File: config.mk
export PLATFORM = sky130hd
export DESIGN_NAME = seq_multiplier
export DESIGN_NICKNAME = d
export VERILOG_FILES = /design/src/rtl/seq_multiplier.sv
export SDC_FILE = /design/constraint.sdc
export NUM_CORES = 1
export LEC_CHECK = 0
export CORE_UTILIZATION = 48
export DETAILED_ROUTE_END_ITERATION = 6
export GPL_ROUTABILITY_DRIVEN = 0
export PLACE_DENSITY = 0.78
export REMOVE_ABC_BUFFERS = 1
export SLEW_MARGIN = 10
export SYNTH_ARGS = -nofsm -noshare
export SYNTH_HDL_FRONTEND = slang
export SYNTH_SLANG_ARGS = --single-unit
File: constraint.sdc
create_clock -name clk -period 27 [get_ports clk]
set_clock_uncertainty 0.15 [all_clocks]
set_input_delay 8.1 -clock clk [delete_from_list [all_inputs] [get_ports clk]]
set_output_delay 8.1 -clock clk [all_outputs]
set_load 0.01 [all_outputs]
File: src/rtl/seq_multiplier.sv
// Iterative shift-add multiplier covering the four RISC-V M-extension multiply modes.
// Operands are converted to magnitudes and multiplied one bit per cycle with a
// single adder. The sign is applied in a final fix-up cycle.
module seq_multiplier #(
  parameter int unsigned WIDTH = 32
) (
  input  logic               clk,
  input  logic               rst,
  input  logic               start,
  input  logic               kill,
  input  logic [1:0]         mode,
  input  logic [WIDTH-1:0]   operator_1,
  input  logic [WIDTH-1:0]   operator_2,
  output logic               busy,
  output logic               valid,
  output logic [2*WIDTH-1:0] product,
  output logic [WIDTH-1:0]   answer
);

  localparam int unsigned IdxW = $clog2(WIDTH);
  localparam int unsigned CntW = IdxW + 1;
  localparam logic [CntW-1:0]    LastCnt = CntW'(WIDTH - 1);
  localparam logic [CntW-1:0]    CntOne  = CntW'(1);
  localparam logic [WIDTH-1:0]   OneW    = WIDTH'(1);
  localparam logic [2*WIDTH-1:0] OneP    = (2 * WIDTH)'(1);

  typedef enum logic [1:0] {StIdle, StRun, StFix, StDone} state_e;

  state_e             state_q, state_d;
  logic [CntW-1:0]    counter_q, counter_d;
  logic [WIDTH-1:0]   mcand_q, mcand_d;
  logic [WIDTH-1:0]   mplier_q, mplier_d;
  logic [2*WIDTH-1:0] acc_q, acc_d;
  logic [2*WIDTH-1:0] product_q, product_d;
  logic [WIDTH-1:0]   answer_q, answer_d;
  logic [1:0]         mode_q, mode_d;
  logic               neg_q, neg_d;

  logic               op1_neg, op2_neg;
  logic [WIDTH-1:0]   op1_mag, op2_mag;
  logic [2*WIDTH-1:0] addend;
  logic [2*WIDTH-1:0] final_val;

  // Decode operand signedness from the requested mode and form magnitudes.
  // The most negative value maps to 2^(WIDTH-1), which is exact as unsigned.
  always_comb begin
    op1_neg = ((mode == 2'b01) || (mode == 2'b10)) && operator_1[WIDTH-1];
    op2_neg = (mode == 2'b01) && operator_2[WIDTH-1];
    op1_mag = op1_neg ? (~operator_1 + OneW) : operator_1;
    op2_mag = op2_neg ? (~operator_2 + OneW) : operator_2;
  end

  // Partial product for the current multiplier bit and the sign-corrected result.
  always_comb begin
    addend    = {{WIDTH{1'b0}}, mcand_q} << counter_q;
    final_val = neg_q ? (~acc_q + OneP) : acc_q;
  end

  // Next-state and datapath updates; kill wins over everything in RUN/FIX.
  always_comb begin
    state_d   = state_q;
    counter_d = counter_q;
    mcand_d   = mcand_q;
    mplier_d  = mplier_q;
    acc_d     = acc_q;
    product_d = product_q;
    answer_d  = answer_q;
    mode_d    = mode_q;
    neg_d     = neg_q;
    unique case (state_q)
      StIdle, StDone: begin
        // In DONE, kill suppresses a back-to-back launch; in IDLE it is ignored.
        if (start && !(kill && (state_q == StDone))) begin
          mode_d    = mode;
          mcand_d   = op1_mag;
          mplier_d  = op2_mag;
          neg_d     = op1_neg ^ op2_neg;
          acc_d     = '0;
          counter_d = '0;
          state_d   = StRun;
        end else begin
          state_d = StIdle;
        end
      end
      StRun: begin
        if (kill) begin
          state_d = StIdle;
        end else begin
          if (mplier_q[counter_q[IdxW-1:0]]) begin
            acc_d = acc_q + addend;
          end
          counter_d = counter_q + CntOne;
          if (counter_q == LastCnt) begin
            state_d = StFix;
          end
        end
      end
      StFix: begin
        if (kill) begin
          state_d = StIdle;
        end else begin
          acc_d     = final_val;
          product_d = final_val;
          answer_d  = (mode_q == 2'b00) ? final_val[WIDTH-1:0] : final_val[2*WIDTH-1:WIDTH];
          state_d   = StDone;
        end
      end
    endcase
  end

  // State and datapath registers with asynchronous clear.
  always_ff @(posedge clk or posedge rst) begin
    if (rst) begin
      state_q   <= StIdle;
      counter_q <= '0;
      mcand_q   <= '0;
      mplier_q  <= '0;
      acc_q     <= '0;
      product_q <= '0;
      answer_q  <= '0;
      mode_q    <= '0;
      neg_q     <= 1'b0;
    end else begin
      state_q   <= state_d;
      counter_q <= counter_d;
      mcand_q   <= mcand_d;
      mplier_q  <= mplier_d;
      acc_q     <= acc_d;
      product_q <= product_d;
      answer_q  <= answer_d;
      mode_q    <= mode_d;
      neg_q     <= neg_d;
    end
  end

  assign busy    = (state_q == StRun) || (state_q == StFix);
  assign valid   = (state_q == StDone);
  assign product = product_q;
  assign answer  = answer_q;

endmodule

==> flow_metrics.env <==
export IMPL_final_antenna_net_count=0
export IMPL_vias_per_cell=6.05
export IMPL_htreeDepth=1
export IMPL_p_sw_mw=1.34
export IMPL_r2r_slack_ns=20.46
export IMPL_synth_edf_count=0
export IMPL_reg2reg_depth=14
export IMPL_postCtsHoldBufs=0
export IMPL_synthesis_instances=2245
export IMPL_drt_wl_total_um=52700
export IMPL_dp_hpwl_um=39300
export IMPL_synth_warnings=0
export IMPL_drive_gt1_share_pct=6.42
export IMPL_grt_start_max_net_pins=94
export IMPL_grt_pass1_wl_um=84200
export IMPL_worstMarginPinSlew_ns=1.12
export IMPL_r2r_end="acc_q[57]"
export IMPL_slew_headroom_pct=25.1
export IMPL_n_antenna_cell=0
export IMPL_hp_start="product[9]"
export IMPL_fp_dieW_um=197
export IMPL_min_path_cells=2
export IMPL_cts_buffer_depth=3
export IMPL_synth_cell_type_count=72
export IMPL_power_frac_clock_pct=15.1
export IMPL_row_count=71
export IMPL_area_delta_synth_final_pct=15.7
export IMPL_synth_area_um2=18300
export IMPL_min_period_ns=10.99
export IMPL_power_switching_share_pct=51.9
export IMPL_rsz0062_at_grt="no"
export IMPL_antenna_found_initial=0
export IMPL_ctsResizeCount=0
export IMPL_n_fill_cell=3331
export IMPL_criticalPathCategory="primary input to register"
export IMPL_grt_use_total_pct=26.7
export IMPL_r2r_start="counter_q[4]"
export IMPL_max_cap_violations=0
export IMPL_p_per_area_nw_per_um2=122
export IMPL_path_max_fanout=59
export IMPL_wire_per_inst_um=18.5
export IMPL_insertion_delay_ns=0.55
export IMPL_setup_viol=0
export IMPL_async_flop_share_pct=100
export IMPL_worstSetupStartpointType="primary input"
export IMPL_core_area_um2=37600
export IMPL_port_buffers=167
export IMPL_hold_violations=0
export IMPL_p_leak_nw=9.06
export IMPL_peakVddDrop_mv=0.0705
export IMPL_slew_viol_final=0
export IMPL_initial_core_util_pct=48.6
export IMPL_max_freq_mhz=91.0
export IMPL_path_clk_slew_ns=0.06
export IMPL_hold_path_endpoint="product[9]"
export IMPL_worstSetupEndpointType="register"
export IMPL_fp_dieArea_um2=38900
export IMPL_path_cells="clkdlybuf4s50_1 > nand2_1 > nand2_1 > a221oi_1 > o21ai_4 > buf_4 > nor2_1 > nand2_1 > o21ai_0"
export IMPL_crit_path_max_incr_delay_ns=0.60
export IMPL_whs_ns=0.327
export IMPL_die_y_um=197
export IMPL_status="completed"
export IMPL_grt_overflow=0
export IMPL_mostFrequentLayoutCells="nand2_1 (313), o21ai_0 (287), dfrtp_1 (233)"
export IMPL_seqCellArea_um2=5880
export IMPL_io_pins=168
export IMPL_ys_seq_elements=235
export IMPL_hp_class="register to register"
export IMPL_drt_pass1_iter_count=6
export IMPL_setup_tns_ns=0
export IMPL_clkSinkCount=235
export IMPL_cts_root_buffer="clkbuf_16"
export IMPL_internal_power_mw=1.24
export IMPL_required_ns=27.29
export IMPL_cts_tree="built"
export IMPL_arrival_ns=11.28
export IMPL_final_nets=2460
export IMPL_drc=0
export IMPL_synth_avg_cell_area_um2=8.14
export IMPL_via_count=17236
export IMPL_multi_input_area_um2=11700
export IMPL_layout_commonest_cell="nand2_1"
export IMPL_yosysSeqAreaShare_pct=32.2
export IMPL_pwr_share_seq_pct=19.4
export IMPL_yosys_most_used_dff="dfrtp_1"
export IMPL_crit_top_cell="nand2_1"
export IMPL_cts_buffers_inserted=26
export IMPL_drt_first_iter_violations=1663
export IMPL_crit_slowest_cell="nand2_1"
export IMPL_grt_pass1_vias=16460
export IMPL_cts_setup_buffers=0
export IMPL_post_route_period_util_pct=40.7
export IMPL_pwr_share_comb_pct=65.4
## worst max-delay path: cells and delay by family
family	cells	cell delay, ns
AOI/OAI and AO/OA	3	1.15
and+or+nand+nor	4	1.07
buffers and inverters	2	0.91
## per-stage QoR
step           util (%)  std cells  worst slack, ns  area, µm²  power, mW
2_1_floorplan         -       2110            12.30      17800       1.65
3_5_place_dp       53.8       2801            15.53      20200       2.13
3_3_place_gp       53.8       2801            15.63      20200       2.10
4_1_cts            56.3       2847            16.10      21100       2.53
5_1_grt            56.3       2847            15.70      21100       2.74
6_report           56.3       2847            16.01      21100       2.57
## synthesized netlist by cell type, drive strengths merged, types with 12 or more instances
library cell / instances / area share, %
a22oi: 16 / 0.66
nor4: 18 / 0.70
ha: 71 / 4.9
mux2: 44 / 2.7
a31oi: 14 / 0.48
nor3: 45 / 1.2
a21o: 47 / 1.9
inv: 48 / 0.99
nor2: 169 / 3.5
o22ai: 25 / 0.86
or3: 12 / 0.44
nand2: 313 / 6.4
o21a: 12 / 0.49
nand4: 16 / 0.55
xor2: 66 / 3.2
o31ai: 43 / 1.8
xnor2: 120 / 5.8
a21oi: 190 / 5.2
buf: 20 / 0.46
o41ai: 14 / 0.77
nand3: 19 / 0.55
clkbuf: 115 / 2.4
mux4: 22 / 2.7
nor2b: 30 / 1.0
mux2i: 55 / 3.0
dfrtp: 235 / 32
o21ai: 292 / 8.0
and2: 24 / 0.82
or2: 14 / 0.48
## metal layers
metal	track usage (%)	wire [µm]	vias to the layer above
li1	-	-	8175
met1	35.2	22100	8140
met2	43.8	24300	781
met3	3.94	4270	140
met4	11.0	2060	0
met5	0	0	-
## power groups by stage
| stage | combinational [mW] | sequential (mW) | clock (mW) |
|---|---|---|---|
| finish | 1.68 | 0.499 | 0.390 |
| global route | 1.82 | 0.509 | 0.410 |
| CTS | 1.64 | 0.497 | 0.395 |
| detailed placement | 1.63 | 0.503 | 0 |
| global placement | 1.60 | 0.499 | 0 |
| floorplan | 1.15 | 0.500 | 0 |
## how the worst max path moves through the flow
stage | startpoint | endpoint | cells after the start | slack (ns)
finish | kill | acc_q[0] | 9 | 16.01
global route | kill | acc_q[0] | 9 | 15.70
CTS | kill | acc_q[0] | 9 | 16.10
detailed placement | kill | acc_q[62] | 9 | 15.53
global placement | kill | acc_q[39] | 9 | 15.63
floorplan | rst | acc_q[0] | 1 | 12.30
## cells by family after synthesis
group                      synth area share, %
DFF                                       32.2
AOI/OAI and AO/OA                         23.7
xor gates and xnor gates                  8.91
and+or+nand+nor                           18.0
adders and majority gates                 4.97
buffers and inverters                     3.85
muxes                                     8.43
## cell type report
class                           instances  area share (%)
Clock buffer                           37            3.56
Clock inverter                          9           0.840
Inverter                               50           0.923
Multi-Input combinational cell       1825            55.5
Sequential cell                       235            27.8
Tap cell                              511            3.02
Timing Repair Buffer                  180            8.37
## state kept, by name (all words and copies together) (netlist names)
name,cells
answer,32
product,64
mcand_q,32
mplier_q,32
neg_q,1
counter_q,6
state_q,2
acc_q,64
mode_q,2
No activity file was read; power rests on OpenSTA's default activity.
